**config.mk**
```make
export PLATFORM = sky130hd
export DESIGN_NAME = id_ex_operand_stage_flat
export DESIGN_NICKNAME = d
export VERILOG_FILES = /design/src/rtl/id_ex_operand_stage_if.sv /design/src/rtl/id_ex_operand_stage.sv /design/src/flat_wrapper.sv
export SDC_FILE = /design/constraint.sdc
export NUM_CORES = 1
export LEC_CHECK = 0
export ABC_AREA = 1
export CORE_UTILIZATION = 40
export DETAILED_ROUTE_END_ITERATION = 6
export PLACE_DENSITY_LB_ADDON = 0.05
export REMOVE_ABC_BUFFERS = 1
export SYNTH_ARGS = -nofsm -noshare
export SYNTH_HDL_FRONTEND = slang
export SYNTH_SLANG_ARGS = --single-unit
export TNS_END_PERCENT = 20
```
**constraint.sdc**
```tcl
create_clock -name clk -period 2 [get_ports clk]
set_input_delay 0.4 -clock clk [delete_from_list [all_inputs] [get_ports clk]]
set_output_delay 0.4 -clock clk [all_outputs]
set_load 0.05 [all_outputs]
```
**src/rtl/id_ex_operand_stage_if.sv**
```systemverilog
// Bundle of ID-side inputs, forwarding controls and EX-side outputs of the ID/EX operand stage.
// The master modport is the surrounding pipeline; the slave modport is the stage itself.
interface id_ex_operand_stage_if #(
  parameter int DATA_W = 32,
  parameter int REG_W  = 5,
  parameter int CNT_W  = 16
);
  logic              id_valid;
  logic [REG_W-1:0]  id_rs, id_rt, id_rd;
  logic [DATA_W-1:0] id_rs_data, id_rt_data, id_imm;
  logic              id_regwrite, id_memread, id_memwrite, id_memtoreg, id_alusrc;
  logic [3:0]        id_aluop;
  logic              flush;
  logic [1:0]        forward_rs, forward_rt;
  logic [DATA_W-1:0] exmem_result, memwb_result;

  logic              ex_valid;
  logic [REG_W-1:0]  ex_rs, ex_rt, ex_rd;
  logic              ex_regwrite, ex_memread, ex_memwrite, ex_memtoreg;
  logic [3:0]        ex_aluop;
  logic [DATA_W-1:0] alu_a, alu_b, ex_store_data;
  logic              stall;
  logic [CNT_W-1:0]  bubble_count;

  modport master (
    output id_valid, id_rs, id_rt, id_rd, id_rs_data, id_rt_data, id_imm,
           id_regwrite, id_memread, id_memwrite, id_memtoreg, id_alusrc, id_aluop,
           flush, forward_rs, forward_rt, exmem_result, memwb_result,
    input  ex_valid, ex_rs, ex_rt, ex_rd, ex_regwrite, ex_memread, ex_memwrite,
           ex_memtoreg, ex_aluop, alu_a, alu_b, ex_store_data, stall, bubble_count
  );

  modport slave (
    input  id_valid, id_rs, id_rt, id_rd, id_rs_data, id_rt_data, id_imm,
           id_regwrite, id_memread, id_memwrite, id_memtoreg, id_alusrc, id_aluop,
           flush, forward_rs, forward_rt, exmem_result, memwb_result,
    output ex_valid, ex_rs, ex_rt, ex_rd, ex_regwrite, ex_memread, ex_memwrite,
           ex_memtoreg, ex_aluop, alu_a, alu_b, ex_store_data, stall, bubble_count
  );
endinterface

```
**src/rtl/id_ex_operand_stage.sv**
```systemverilog
// ID/EX pipeline register with load-use stall/bubble insertion and EX-stage operand forwarding.
// Bubbles zero indices and data too, so the forwarding unit never matches on a dead slot.
module id_ex_operand_stage #(
  parameter int DATA_W = 32,
  parameter int REG_W  = 5,
  parameter int CNT_W  = 16
) (
  input logic                  clk,
  input logic                  rst,
  id_ex_operand_stage_if.slave bus
);
  logic              ex_valid_reg;
  logic [REG_W-1:0]  ex_rs_reg, ex_rt_reg, ex_rd_reg;
  logic [DATA_W-1:0] ex_rs_data_reg, ex_rt_data_reg, ex_imm_reg;
  logic              ex_regwrite_reg, ex_memread_reg, ex_memwrite_reg, ex_memtoreg_reg;
  logic              ex_alusrc_reg;
  logic [3:0]        ex_aluop_reg;
  logic [CNT_W-1:0]  bubble_count_reg;

  logic hazard, stall, load_bubble;

  assign hazard = ex_valid_reg & ex_memread_reg & (ex_rd_reg != '0) & bus.id_valid &
                  ((ex_rd_reg == bus.id_rs) | (ex_rd_reg == bus.id_rt));
  // A flush kills the ID instruction anyway, so it overrides the stall.
  assign stall       = hazard & ~bus.flush & ~rst;
  assign load_bubble = bus.flush | stall;

  always_ff @(posedge clk) begin
    if (rst) begin
      ex_valid_reg     <= 1'b0;
      ex_rs_reg        <= '0;
      ex_rt_reg        <= '0;
      ex_rd_reg        <= '0;
      ex_rs_data_reg   <= '0;
      ex_rt_data_reg   <= '0;
      ex_imm_reg       <= '0;
      ex_regwrite_reg  <= 1'b0;
      ex_memread_reg   <= 1'b0;
      ex_memwrite_reg  <= 1'b0;
      ex_memtoreg_reg  <= 1'b0;
      ex_alusrc_reg    <= 1'b0;
      ex_aluop_reg     <= '0;
      bubble_count_reg <= '0;
    end else if (load_bubble) begin
      ex_valid_reg    <= 1'b0;
      ex_rs_reg       <= '0;
      ex_rt_reg       <= '0;
      ex_rd_reg       <= '0;
      ex_rs_data_reg  <= '0;
      ex_rt_data_reg  <= '0;
      ex_imm_reg      <= '0;
      ex_regwrite_reg <= 1'b0;
      ex_memread_reg  <= 1'b0;
      ex_memwrite_reg <= 1'b0;
      ex_memtoreg_reg <= 1'b0;
      ex_alusrc_reg   <= 1'b0;
      ex_aluop_reg    <= '0;
      if (bubble_count_reg != '1)
        bubble_count_reg <= bubble_count_reg + 1'b1;
    end else begin
      ex_valid_reg    <= bus.id_valid;
      ex_rs_reg       <= bus.id_rs;
      ex_rt_reg       <= bus.id_rt;
      ex_rd_reg       <= bus.id_rd;
      ex_rs_data_reg  <= bus.id_rs_data;
      ex_rt_data_reg  <= bus.id_rt_data;
      ex_imm_reg      <= bus.id_imm;
      ex_regwrite_reg <= bus.id_regwrite;
      ex_memread_reg  <= bus.id_memread;
      ex_memwrite_reg <= bus.id_memwrite;
      ex_memtoreg_reg <= bus.id_memtoreg;
      ex_alusrc_reg   <= bus.id_alusrc;
      ex_aluop_reg    <= bus.id_aluop;
    end
  end

  // Lane 0 forwards rs, lane 1 forwards rt; x0 always reads the registered value.
  generate
    for (genvar gi = 0; gi < 2; gi++) begin : g_fwd
      logic [1:0]        sel;
      logic [REG_W-1:0]  idx;
      logic [DATA_W-1:0] reg_data;
      logic [DATA_W-1:0] val;

      assign sel      = (gi == 0) ? bus.forward_rs : bus.forward_rt;
      assign idx      = (gi == 0) ? ex_rs_reg : ex_rt_reg;
      assign reg_data = (gi == 0) ? ex_rs_data_reg : ex_rt_data_reg;

      always_comb begin
        val = reg_data;
        if (idx != '0) begin
          case (sel)
            2'b01:   val = bus.exmem_result;
            2'b10:   val = bus.memwb_result;
            default: val = reg_data;
          endcase
        end
      end
    end
  endgenerate

  assign bus.alu_a         = g_fwd[0].val;
  assign bus.alu_b         = ex_alusrc_reg ? ex_imm_reg : g_fwd[1].val;
  assign bus.ex_store_data = g_fwd[1].val;

  assign bus.ex_valid     = ex_valid_reg;
  assign bus.ex_rs        = ex_rs_reg;
  assign bus.ex_rt        = ex_rt_reg;
  assign bus.ex_rd        = ex_rd_reg;
  assign bus.ex_regwrite  = ex_regwrite_reg;
  assign bus.ex_memread   = ex_memread_reg;
  assign bus.ex_memwrite  = ex_memwrite_reg;
  assign bus.ex_memtoreg  = ex_memtoreg_reg;
  assign bus.ex_aluop     = ex_aluop_reg;
  assign bus.stall        = stall;
  assign bus.bubble_count = bubble_count_reg;
endmodule
```
**src/flat_wrapper.sv**
```systemverilog
// flat-port wrapper written by rule: the top's interface ports become plain ports
module id_ex_operand_stage_flat 
#(
  parameter int DATA_W = 32,
  parameter int REG_W  = 5,
  parameter int CNT_W  = 16
)
  (clk, rst, bus_id_valid, bus_id_rs, bus_id_rt, bus_id_rd, bus_id_rs_data, bus_id_rt_data, bus_id_imm, bus_id_regwrite, bus_id_memread, bus_id_memwrite, bus_id_memtoreg, bus_id_alusrc, bus_id_aluop, bus_flush, bus_forward_rs, bus_forward_rt, bus_exmem_result, bus_memwb_result, bus_ex_valid, bus_ex_rs, bus_ex_rt, bus_ex_rd, bus_ex_regwrite, bus_ex_memread, bus_ex_memwrite, bus_ex_memtoreg, bus_ex_aluop, bus_alu_a, bus_alu_b, bus_ex_store_data, bus_stall, bus_bubble_count);
  id_ex_operand_stage_if #(.DATA_W(DATA_W), .REG_W(REG_W), .CNT_W(CNT_W)) bus_i ();
  input logic clk;
  input logic rst;
  input wire logic [$bits(bus_i.id_valid)-1:0] bus_id_valid;
  input wire logic [$bits(bus_i.id_rs)-1:0] bus_id_rs;
  input wire logic [$bits(bus_i.id_rt)-1:0] bus_id_rt;
  input wire logic [$bits(bus_i.id_rd)-1:0] bus_id_rd;
  input wire logic [$bits(bus_i.id_rs_data)-1:0] bus_id_rs_data;
  input wire logic [$bits(bus_i.id_rt_data)-1:0] bus_id_rt_data;
  input wire logic [$bits(bus_i.id_imm)-1:0] bus_id_imm;
  input wire logic [$bits(bus_i.id_regwrite)-1:0] bus_id_regwrite;
  input wire logic [$bits(bus_i.id_memread)-1:0] bus_id_memread;
  input wire logic [$bits(bus_i.id_memwrite)-1:0] bus_id_memwrite;
  input wire logic [$bits(bus_i.id_memtoreg)-1:0] bus_id_memtoreg;
  input wire logic [$bits(bus_i.id_alusrc)-1:0] bus_id_alusrc;
  input wire logic [$bits(bus_i.id_aluop)-1:0] bus_id_aluop;
  input wire logic [$bits(bus_i.flush)-1:0] bus_flush;
  input wire logic [$bits(bus_i.forward_rs)-1:0] bus_forward_rs;
  input wire logic [$bits(bus_i.forward_rt)-1:0] bus_forward_rt;
  input wire logic [$bits(bus_i.exmem_result)-1:0] bus_exmem_result;
  input wire logic [$bits(bus_i.memwb_result)-1:0] bus_memwb_result;
  output wire logic [$bits(bus_i.ex_valid)-1:0] bus_ex_valid;
  output wire logic [$bits(bus_i.ex_rs)-1:0] bus_ex_rs;
  output wire logic [$bits(bus_i.ex_rt)-1:0] bus_ex_rt;
  output wire logic [$bits(bus_i.ex_rd)-1:0] bus_ex_rd;
  output wire logic [$bits(bus_i.ex_regwrite)-1:0] bus_ex_regwrite;
  output wire logic [$bits(bus_i.ex_memread)-1:0] bus_ex_memread;
  output wire logic [$bits(bus_i.ex_memwrite)-1:0] bus_ex_memwrite;
  output wire logic [$bits(bus_i.ex_memtoreg)-1:0] bus_ex_memtoreg;
  output wire logic [$bits(bus_i.ex_aluop)-1:0] bus_ex_aluop;
  output wire logic [$bits(bus_i.alu_a)-1:0] bus_alu_a;
  output wire logic [$bits(bus_i.alu_b)-1:0] bus_alu_b;
  output wire logic [$bits(bus_i.ex_store_data)-1:0] bus_ex_store_data;
  output wire logic [$bits(bus_i.stall)-1:0] bus_stall;
  output wire logic [$bits(bus_i.bubble_count)-1:0] bus_bubble_count;
  assign bus_i.id_valid = bus_id_valid;
  assign bus_i.id_rs = bus_id_rs;
  assign bus_i.id_rt = bus_id_rt;
  assign bus_i.id_rd = bus_id_rd;
  assign bus_i.id_rs_data = bus_id_rs_data;
  assign bus_i.id_rt_data = bus_id_rt_data;
  assign bus_i.id_imm = bus_id_imm;
  assign bus_i.id_regwrite = bus_id_regwrite;
  assign bus_i.id_memread = bus_id_memread;
  assign bus_i.id_memwrite = bus_id_memwrite;
  assign bus_i.id_memtoreg = bus_id_memtoreg;
  assign bus_i.id_alusrc = bus_id_alusrc;
  assign bus_i.id_aluop = bus_id_aluop;
  assign bus_i.flush = bus_flush;
  assign bus_i.forward_rs = bus_forward_rs;
  assign bus_i.forward_rt = bus_forward_rt;
  assign bus_i.exmem_result = bus_exmem_result;
  assign bus_i.memwb_result = bus_memwb_result;
  assign bus_ex_valid = bus_i.ex_valid;
  assign bus_ex_rs = bus_i.ex_rs;
  assign bus_ex_rt = bus_i.ex_rt;
  assign bus_ex_rd = bus_i.ex_rd;
  assign bus_ex_regwrite = bus_i.ex_regwrite;
  assign bus_ex_memread = bus_i.ex_memread;
  assign bus_ex_memwrite = bus_i.ex_memwrite;
  assign bus_ex_memtoreg = bus_i.ex_memtoreg;
  assign bus_ex_aluop = bus_i.ex_aluop;
  assign bus_alu_a = bus_i.alu_a;
  assign bus_alu_b = bus_i.alu_b;
  assign bus_ex_store_data = bus_i.ex_store_data;
  assign bus_stall = bus_i.stall;
  assign bus_bubble_count = bus_i.bubble_count;
  id_ex_operand_stage #(.DATA_W(DATA_W), .REG_W(REG_W), .CNT_W(CNT_W)) u_core (.clk(clk), .rst(rst), .bus(bus_i));
endmodule
```
# Yosys cells after proc, flatten, opt, wreduce, memory -nomap -nowiden
# Cells that the tools add are included.
[word_totals] output_inout_bits=137 reg_bits=137 in_bits=192 elab_cells=42
[classes] muxes=5 add_sub_neg=1 eq_ne=7 reduce_logical=5 bitwise_logic=10
[op_table] cell="32-bit one-hot mux with 2 select lines" n=2
[op_table] cell="32-bit 2-to-1 mux" n=3
[op_table] cell="16-bit by 1-bit adder with 16-bit output (second input constant)" n=1
[op_table] cell="16-bit != test (second input constant)" n=1
[op_table] cell="5-bit nonzero test" n=3
[op_table] cell="5-bit equality test" n=2
[op_table] cell="1-bit bitwise AND" n=6
[op_table] cell="2-bit by 1-bit equality test with 1-bit output (second input constant)" n=2
[op_table] cell="2-bit equality test (second input constant)" n=2
[op_table] cell="1-bit inverter" n=2
[op_table] cell="1-bit bitwise OR" n=2
[op_table] cell="2-bit AND reduction" n=1
[op_table] cell="2-bit OR reduction" n=1

# Depth between registers and ports, before layout
[logic_depth] depth_word=8 mapped_depth=12 mapped_depth_nobuf=11

# Worst setup path after synthesis
# No wires, ideal clock.
[synth_path] kind="register to output" startpoint="register u_core.ex_rt_reg[3] (netlist: u_core.bus.ex_rt[3])" endpoint="output bus_alu_b[10]" path_stages_with_launch=8 n_path_buf=1 slack_ns=-0.353 arrival_time_ns=1.953 required_time_ns=1.600 path_cell_list="dfxtp_1 > nor2_1 > nand2_1 > o21bai_2 > buf_2 > mux2_2 > nand2_1 > nand2_1"
[synth_between] elab_chain_cells=3
[synth_rtl] element="start, declared" line="id_ex_operand_stage.sv:13" text="logic [REG_W-1:0] ex_rs_reg, ex_rt_reg, ex_rd_reg;"
[synth_rtl] element="start signal, assigned" line="id_ex_operand_stage.sv:63" text="ex_rt_reg <= bus.id_rt;"
[synth_rtl] element="5-bit nonzero test" line="id_ex_operand_stage.sv:91" text="if (idx != '0) begin"
[synth_rtl] element="32-bit 2-to-1 mux" line="id_ex_operand_stage.sv:91"
[synth_rtl] element="net bus_ex_store_data[10]" line="flat_wrapper.sv:41" text="output wire logic [$bits(bus_i.ex_store_data)-1:0] bus_ex_store_data;"
[synth_rtl] element="32-bit 2-to-1 mux" line="id_ex_operand_stage.sv:103" text="assign bus.alu_b = ex_alusrc_reg ? ex_imm_reg : g_fwd[1].val;"
[synth_rtl] element="end, declared" line="flat_wrapper.sv:40" text="output wire logic [$bits(bus_i.alu_b)-1:0] bus_alu_b;"
# The timed path passes the listed nets, and every way through them passes these cells.

# Final worst setup path
[layout_path] startpoint="register u_core.ex_rt_reg[3] (netlist: u_core.bus.ex_rt[3])" endpoint="output bus_alu_b[30]"
[layout_between] elab_chain_cells=3
[layout_rtl] element="5-bit nonzero test" line="id_ex_operand_stage.sv:91"
[layout_rtl] element="32-bit 2-to-1 mux" line="id_ex_operand_stage.sv:91"
[layout_rtl] element="32-bit 2-to-1 mux" line="id_ex_operand_stage.sv:103"
# Every way passes these cells.

==> results.yml <==
run_status:
  status: "complete, but fails checks"
  violations: "setup timing"
route:
  postRouteAntennaNets: 0
  drtPass1Iterations: 4
  drc_errors: 0
  num_vias: 6900
  wl_per_cell_um: 16.07
  drt_iter0_drc: 284
  drt-total-wl_mm: 23.84
  vias_per_cell: 4.650
synthesis:
  async_flop_share_pct: 0
  synth_edf_count: 0
  synth_area_um2: 6471
  synthFlopType: "dfxtp_1"
  synth_area_leaders: "dfxtp_1, inv_1, mux2_2"
  synthCells: 901
  ys_types: 26
  synth_warnings: 0
  synth_area_per_cell_um2: 7.182
  synth.top_cell.area_share_pct: 42.38
  synth_seq_cells: 137
  synth_top_area_cell: "dfxtp_1"
  synth_seq_area_share_pct: 42.38
sta:
  fin_skew_ns: 0.005674
  slew_headroom_pct: 65.87
  tns_ns: -32.28
  setup_ws_ns: -0.4175
  maxSlewViolCount: 0
  hold_viol_final: 0
  fin_crit_ns: 2.417
  timing.fmax_mhz: 413.7
  fin_crit_sh_pct: 120.9
  grt_setup_unrepaired: "true"
  tightestPinTransition_ns: 0.5104
  finalSetupViolCount: 97
cts:
  path_clk_slew_ns: 0.06
  clk_path_buf_depth: 2
  cts_buffers: 17
  clock_sinks: 137
  tritoncts: "yes"
  cts_max_level: 4
  cts-root-buf: "clkbuf_16"
  clkLatencyLatePin_ns: 0.42
  ctsHoldBuffers: 0
global_routing:
  antenna_found_initial: 3
  overflow: 0
  grt_usage_pct: 28.34
  grt_max_degree: 55
  grt_pass1_vias: 6594
  grt_pass1_wl_mm: 35.46
worst_hold_path:
  holdPathStages: 3
  hp-class: "in -> reg"
floorplanning:
  dieArea_um2: 16690
  start_util_pct: 40.89
  die_y_um: 129.2
  ios: 329
  rows: 46
  design.core.area_um2: 15830
  die_w_um: 129.2
worst_setup_path:
  path_class: "reg -> out"
  cp_slowest_cell: "dfxtp_2"
  crit_top_cell: "nand2_2"
  cp_num_cells: 8
  r2r_cells: 10
  cp_cell_sequence: "nor2_2 -> nand2_2 -> o21bai_4 -> buf_12 -> mux2_4 -> nand2_1 -> nand2_2 -> buf_6"
  cp-start-kind: "flip-flop"
  crit_family: "buffers and inverters"
  r2r_setup_slack_ns: 0.22
  path_buf_inv: 2
  worst_ep_required_time_ns: 1.60
  endpoint_kind: "primary output"
  arrival_ns: 2.02
  slowest_delay_ns: 0.32
  cp_max_fo: 8
finish:
  seq_area_um2: 2749
  instances_no_fill: 1484
  syn_to_final_growth_pct: 83.26
  fill_cells: 1173
  multi_input_area_um2: 3089
  nNetsFinal: 1449
  drive_above_1_share_pct: 23.64
power_and_ir_drop:
  peakVddDrop_mv: 0.5582
  p_leak_nw: 6.129
  powerDensity_nw_per_um2: 741.9
job:
  maxCapViolCount: 0
placement:
  dp.cells: 1439
  hpwl_mm: 16.46
  port_buffers: 328
  gp_congestion: 0.8573
## cell type report
cell class,instances,area share [%]
diodes,3,0.06330
clock buffers,19,3.735
clock inverters,13,1.488
inverters,215,6.805
multi-input cells,507,26.05
flip-flops and latches,137,23.18
well taps,216,2.279
repair buffers,374,36.40
## cell families after synthesis
logic type               share of synthesized area (%)
AND/OR/NAND/NOR                                  21.44
buffers and inverters                            15.49
flip-flops                                       42.38
AO/OA/AOI/OAI                                    7.908
multiplexers                                     11.14
XOR/XNOR                                        0.6768
adder cells (fa/ha/maj)                         0.9667
## layer usage
layer / share of wire [%] / GRT usage (%) / vias up
li1: - / - / 3440
met1: 38 / 31.26 / 3156
met2: 50 / 49.21 / 248
met3: 8.9 / 9.125 / 56
met4: 3.7 / 13.63 / 0
met5: 0 / 0 / -
## Yosys cell counts (5+ instances only)
cell and instances:
mux2_2 64, clkbuf_1 16, nor3_1 5, dfxtp_1 137
a21oi_1 17, nand2_1 155, nor2_1 156, ha_1 5
o22ai_1 64, buf_2 18, nand3_1 26, inv_1 212
## per-stage QoR
step | cell area, um^2 | setup WS (ns) | power [mW] | hold WS (ns) | util [%]
final | 11860 | -0.4175 | 8.799 | 0.2615 | 74.92
after global routing | 11860 | -0.4911 | 9.111 | 0.2971 | 74.91
after floorplan | 6276 | -1.571 | 4.127 | 0.5122 | -
after CTS | 11780 | -0.4942 | 8.843 | 0.4833 | 74.45
after detailed placement | 10450 | -0.6564 | 5.217 | 0.5216 | 65.99
after global placement | 10450 | -0.6256 | 5.198 | 0.5221 | 65.99
## power by group
group / switching (mW) / total [mW] / internal (mW)
combinational: 1.35 / 2.60 / 1.25
sequential: 0.0474 / 2.88 / 2.84
clock: 1.20 / 3.31 / 2.11
## worst reg2reg max path, delay by kind of cell (launching register included)
| family | cells | cell delay [ns] |
|---|---|---|
| AO/OA/AOI/OAI | 1 | 0.14 |
| adder cells (fa/ha/maj) | 1 | 0.22 |
| AND/OR/NAND/NOR | 8 | 0.91 |
| flip-flops | 1 | 0.41 |
## final timing paths
check,from,end
setup / recovery,u_core.bus.ex_rt[3],bus_alu_b[30]
hold / removal,bus_id_rt[0],u_core.bus.ex_rt[0]
setup reg to reg,u_core.bus.bubble_count[0],u_core.bus.bubble_count[13]
hold reg to reg,u_core.bus.bubble_count[4],u_core.bus.bubble_count[4]
## cells in the final DEF, fill, tap and decap left out, drive strengths merged, types with 4 or more instances in the layout
master and n:
a21oi 17, buf 153, bufinv 4, clkbuf 19, clkdlybuf4s50 196, clkinv 6, dfxtp 137, dlygate4sd2 22
ha 5, inv 215, mux2 64, nand2 157, nand3 26, nor2 158, nor3 5, o22ai 64
## repair_timing
item,CTS,global route
resized for setup,171,44
cloned,5,0
pin swaps,6,11
buffers inserted,6,2
endpoints found under the setup margin,118,98
Power figures use the tool's default switching activity.
